<file path="config.mk">
export PLATFORM = sky130hd
export DESIGN_NAME = div_frec_prog
export DESIGN_NICKNAME = d
export VERILOG_FILES = /design/src/rtl/div_frec_pkg.sv /design/src/rtl/div_frec_shadow.sv /design/src/rtl/div_frec_prog.sv
export SDC_FILE = /design/constraint.sdc
export NUM_CORES = 1
export LEC_CHECK = 0
export ABC_AREA = 1
export BUFFER_PORTS_ARGS = -buffer_cell sky130_fd_sc_hd__buf_2
export CORE_ASPECT_RATIO = 1.1
export CORE_MARGIN = 10
export CORE_UTILIZATION = 45
export CTS_CLUSTER_SIZE = 40
export DETAILED_ROUTE_END_ITERATION = 10
export PLACE_DENSITY = 0.63
export SYNTH_ARGS = -nofsm -noshare
export SYNTH_HDL_FRONTEND = slang
export SYNTH_SLANG_ARGS = --single-unit
export TNS_END_PERCENT = 20
</file>
<file path="constraint.sdc">
create_clock -name clk -period 3.4 [get_ports clk]
set_clock_uncertainty 0.05 [all_clocks]
set_input_delay 0.51 -clock clk [delete_from_list [all_inputs] [get_ports clk]]
set_output_delay 0.51 -clock clk [all_outputs]
set_load 0.01 [all_outputs]
</file>
<file path="src/rtl/div_frec_pkg.sv">
// Shared constants for the programmable frequency divider family.
// Latency: n/a (constants only).
// Backpressure: n/a.
package div_frec_pkg;

  // Output modes: square wave toggling at each terminal count, or a
  // one-cycle strobe on each terminal count.
  localparam logic MODE_TOGGLE = 1'b0;
  localparam logic MODE_PULSE  = 1'b1;

  // Default rate: 12-bit counter, toggle every 4096 cycles.
  localparam int          DIV_WIDTH        = 12;
  localparam int unsigned DIV_DEFAULT_HALF = 4095;
  localparam logic        DIV_DEFAULT_MODE = MODE_TOGGLE;

endpackage

</file>
<file path="src/rtl/div_frec_shadow.sv">
// Shadow register for a pending divider setting, applied at a period boundary.
// Latency: a load sets div_pending on the next edge; the setting is applied on the boundary edge.
// Backpressure: none; a second load while pending overwrites the shadow (last writer wins).
//
// Ports:
//   clk, reset              - system clock, async active-high reset
//   div_load/div_val/mode   - load request and the new terminal count / mode
//   boundary                - current cycle is a point where a new setting may take effect
//   div_pending             - a captured setting is waiting for a boundary
//   apply/apply_val/mode    - update the active setting on this edge with these values
module div_frec_shadow
  import div_frec_pkg::*;
#(
  parameter int          WIDTH        = DIV_WIDTH,
  parameter int unsigned DEFAULT_HALF = DIV_DEFAULT_HALF,
  parameter logic        DEFAULT_MODE = DIV_DEFAULT_MODE
) (
  input  logic             clk,
  input  logic             reset,
  input  logic             div_load,
  input  logic [WIDTH-1:0] div_val,
  input  logic             div_mode,
  input  logic             boundary,
  output logic             div_pending,
  output logic             apply,
  output logic [WIDTH-1:0] apply_val,
  output logic             apply_mode
);

  logic [WIDTH-1:0] shadow_val;
  logic             shadow_mode;

  always_ff @(posedge clk or posedge reset) begin
    if (reset) begin
      shadow_val  <= WIDTH'(DEFAULT_HALF);
      shadow_mode <= DEFAULT_MODE;
      div_pending <= 1'b0;
    end else if (boundary) begin
      // Whatever is applied here (shadow or a same-cycle load) is consumed;
      // the stale shadow content no longer matters.
      div_pending <= 1'b0;
    end else if (div_load) begin
      shadow_val  <= div_val;
      shadow_mode <= div_mode;
      div_pending <= 1'b1;
    end
  end

  // A load arriving exactly on a boundary bypasses the shadow and wins over
  // any older pending value.
  assign apply      = boundary && (div_load || div_pending);
  assign apply_val  = div_load ? div_val  : shadow_val;
  assign apply_mode = div_load ? div_mode : shadow_mode;

endmodule

</file>
<file path="src/rtl/div_frec_prog.sv">
// Programmable clock divider: square wave or strobe with a runtime-loadable half-period.
// Latency: s_clk/tick are registered and change on the edge where cnt == H (visible the cycle after).
// Backpressure: en low freezes the count; a pending setting is applied at once while stopped.
//
// Ports:
//   clk         - system clock, rising edge
//   reset       - asynchronous active-high reset
//   en          - count enable
//   div_load    - one-cycle request to load div_val/div_mode
//   div_val     - new terminal count H (segment = H+1 cycles)
//   div_mode    - new mode (0 toggle, 1 pulse)
//   s_clk       - divided output
//   tick        - one-cycle pulse per terminal count
//   div_pending - a loaded setting waits for a boundary
module div_frec_prog
  import div_frec_pkg::*;
#(
  parameter int          WIDTH        = DIV_WIDTH,
  parameter int unsigned DEFAULT_HALF = DIV_DEFAULT_HALF,
  parameter logic        DEFAULT_MODE = DIV_DEFAULT_MODE
) (
  input  logic             clk,
  input  logic             reset,
  input  logic             en,
  input  logic             div_load,
  input  logic [WIDTH-1:0] div_val,
  input  logic             div_mode,
  output logic             s_clk,
  output logic             tick,
  output logic             div_pending
);

  logic [WIDTH-1:0] cnt;
  logic [WIDTH-1:0] half;
  logic             mode;
  logic             term;
  logic             boundary;
  logic             apply;
  logic [WIDTH-1:0] apply_val;
  logic             apply_mode;
  logic             mode_next;

  assign term = en && (cnt == half);

  // A stopped divider with a pending setting reconfigures immediately
  // rather than waiting for a terminal count that cannot arrive.
  assign boundary = term || (!en && div_pending);

  // On a boundary the output follows the rules of the mode taking effect,
  // so a 0->1 change strobes at once and 1->0 toggles up from 0.
  assign mode_next = apply ? apply_mode : mode;

  div_frec_shadow #(
    .WIDTH       (WIDTH),
    .DEFAULT_HALF(DEFAULT_HALF),
    .DEFAULT_MODE(DEFAULT_MODE)
  ) u_shadow (
    .clk        (clk),
    .reset      (reset),
    .div_load   (div_load),
    .div_val    (div_val),
    .div_mode   (div_mode),
    .boundary   (boundary),
    .div_pending(div_pending),
    .apply      (apply),
    .apply_val  (apply_val),
    .apply_mode (apply_mode)
  );

  always_ff @(posedge clk or posedge reset) begin
    if (reset) begin
      cnt   <= '0;
      half  <= WIDTH'(DEFAULT_HALF);
      mode  <= DEFAULT_MODE;
      s_clk <= 1'b0;
      tick  <= 1'b0;
    end else begin
      tick <= term;

      // H only changes together with cnt returning to 0, so cnt can never
      // run past H and an equality compare is sufficient.
      if (apply) begin
        half <= apply_val;
        mode <= apply_mode;
      end

      if (term) begin
        cnt   <= '0;
        s_clk <= (mode_next == MODE_PULSE) ? 1'b1 : ~s_clk;
      end else begin
        if (boundary) begin
          cnt <= '0;
        end else if (en) begin
          cnt <= cnt + WIDTH'(1);
        end
        if (mode == MODE_PULSE) begin
          s_clk <= 1'b0;
        end
      end
    end
  end

endmodule
</file>
==> flow_summary.yaml <==
outcome:
  outcome: "finished, final reports clean"
yosys:
  synth_edf_count: 0
  ys_seq_area_frac: 0.475
  synth_top_family_by_area: "simple AND/OR/NAND/NOR gates"
  ys_warn_count: 0
  synth_compound_area_frac: 0.0883
  synth-main-ff-cell: "dfstp_2"
  async_flop_share: 1.00
  ys_top_cells_by_area: "dfstp_2, dfrtp_1, nand2_1"
  synthSimpleGateAreaFrac: 0.291
  synth_most_common_cell: "nand2_1"
  synthCells: 293
  synthXorXnorAreaFrac: 0.0315
  synth.top_cell.area_share: 0.283
  yosys.area.top_type: "dfstp_2"
  synth.mux.area_fraction: 0
  syn_nets: 311
  synthAdderAreaFrac: 0.00562
  ys_top_cells_by_count: "nand2_1, inv_1, nor2_1"
  yosysUniqueCellTypes: 29
  ys_ff_latch: 41
  syn-cell-area_um2: 2220
  synth.avg_cell_area_um2: 7.59
timing:
  max_freq_mhz: 462
  timing.final.crit_period_ns: 2.16
  setup_viol: 0
  post-route-period-util: 0.636
  worst_slack_ns: 1.24
  hold_violations: 0
  tns_ns: 0
  slew_viol_final: 0
  worstMarginPinSlew_ns: 0.514
  rsz0062_at_grt: "no"
  maxSlewHeadroom: 0.657
power_and_ir_drop:
  p_sw_frac: 0.351
  peakVddDrop_mv: 0.329
  clkPwrFrac: 0.206
  p_leak_nw: 1.20
  power.internal_w: 0.00103
  p_total_w: 0.00158
  power_switching_w: 0.000556
  power_frac_comb: 0.292
  power_frac_seq: 0.502
  power_density_nw_per_um2: 656
clock_network:
  cts.clk_slew.worst_paths_ns: 0.08
  clk_latency_ns: 0.29
  post_cts_resize_count: 0
  numCtsBuffers: 5
  post_cts_buffers: 0
  cts_tree: "done"
  clock-sinks: 41
  cts_root_buf: "clkbuf_8"
  cts_hold_buf: 0
  h-tree-depth: 2
  clockBufferDepth: 2
routing:
  routed_wl_um: 4610
  drt_iter0_drc: 122
  first_pass_iters: 6
  vias: 1783
  via_per_inst: 4.85
  ant_nets: 0
  drc: 0
  wl_per_cell_um: 12.5
worst_hold_path:
  min-delay-path-class: "input pin to asynchronous set/reset pin"
floorplanning:
  fp.dieH_um: 93.7
  num_rows: 26
  initial_utilization: 0.472
  core-area_um2: 4720
  num_io_pins: 20
  fp.dieW_um: 87.0
  fp.dieArea_um2: 8160
grt:
  grt_util_all_layers: 0.127
  grt_pass1_vias: 1849
  grt-ovfl-total: 0
  antenna_found_initial: 0
  grt_pass1_wl_um: 8400
  grt_max_degree: 42
cells_and_area:
  area_delta_synth_final_pct: 8.49
  area.sequential_um2: 1060
  layout-drive-gt1-share: 0.205
  multiInputGateArea_um2: 926
  diodes: 0
  layout.cells.non_filler: 368
  finalNetCount: 329
  n_fill_cell: 451
placement:
  port_buffers: 19
  placedCellCount: 360
  dpl.hpwl_um: 3380
  place_congestion: 0.944
  pre_cts_ws_ns: 1.24
worst_setup_path:
  reg2regPathDepth: 13
  worst_path_largest_cell_delay_ns: 0.55
  crit_fanout: 39
  critPathSlowestCell: "dfstp_2"
  path_cells: "inv_1 > nand2_1 > nand2_1 > nor2_1 > nand2_1 > nor2_2 > nand2_2 > nand2_4 > nand2_4 > nand2_1 > nand3_1 > nand2_1 > inv_1"
  cp.arrival_ns: 2.30
  worst-setup-path-type: "flip-flop to flip-flop"
  cp.required_ns: 3.54
  reg2reg_slack_ns: 1.24
  r2r-start: "half[11]"
  critPathLaunchType: "flip-flop"
  crit_top_cell: "nand2_1"
  worstSetupEndpointType: "flip-flop"
  rr_endpoint: "s_clk"
job:
  cap_violations: 0
-- routing by layer --
metal / wire [µm] / share of wire / GRT usage
met5: 0 / 0 / 0
met4: 116 / 0.025 / 0.0568
met3: 158 / 0.034 / 0.0313
met2: 2110 / 0.46 / 0.205
met1: 2230 / 0.48 / 0.157
-- worst max-delay path by stage --
stage | startpoint | endpoint | slack [ns] | depth (start not counted)
after floorplan | half[7] | u_shadow.shadow_mode | 1.86 | 11
after global placement | half[11] | s_clk | 1.30 | 13
after detailed placement | half[11] | s_clk | 1.24 | 13
after CTS | half[11] | s_clk | 1.22 | 13
after global routing | half[11] | s_clk | 0.92 | 13
final | half[11] | s_clk | 1.24 | 13
-- placed cells by master (no fill, tap or decap), drive strengths merged, types with 5 or more instances in the layout --
cell,instances
dfrtp,17
o21ai,28
xor2,7
buf,20
a21oi,5
inv,45
dfstp,24
nand3,9
nor2,28
clkbuf,8
nand2,106
-- cell families after synthesis --
family	after synthesis
and+or+nand+nor	152
buffers and inverters	54
DFF	41
AOI/OAI and AO/OA	37
xor gates and xnor gates	8
adders and majority gates	1
-- power groups by stage --
| stage | Clock (W) | Combinational (W) | Sequential, W |
|---|---|---|---|
| after detailed placement | 0 | 0.000464 | 0.000802 |
| after global placement | 0 | 0.000461 | 0.000798 |
| after global routing | 0.000357 | 0.000552 | 0.000818 |
| final | 0.000326 | 0.000462 | 0.000794 |
| after CTS | 0.000338 | 0.000467 | 0.000794 |
| after floorplan | 0 | 0.000392 | 0.000769 |
-- state kept, by name, indices dropped and copies added, names as in the netlist --
name / flops
mode: 1
u_shadow.shadow_val: 12
half: 12
tick: 1
u_shadow.div_pending: 1
cnt: 12
s_clk: 1
u_shadow.shadow_mode: 1
-- worst max-delay path, delay by kind of cell, from the launching register on --
family / cells / cell delay (ns)
buffers and inverters: 2 / 0.08
flip-flops: 1 / 0.55
AND/OR/NAND/NOR: 11 / 1.40
-- layout make-up --
type	count	share of cell area
repair buffers	20	0.0425
clock buffers	8	0.0373
flip-flops and latches	41	0.438
well taps	56	0.0290
multi-input cells	198	0.384
inverters	45	0.0700
-- stage by stage --
stage / instance area, µm² / hold slack, ns / util
5_1_grt: 2410 / 0.329 / 0.512
4_1_cts: 2410 / 0.296 / 0.512
3_3_place_gp: 2320 / 0.421 / 0.493
3_5_place_dp: 2320 / 0.421 / 0.493
2_1_floorplan: 2220 / 0.401 / -
6_report: 2410 / 0.279 / 0.512
Note: power is estimated with default switching activity, not from simulation.
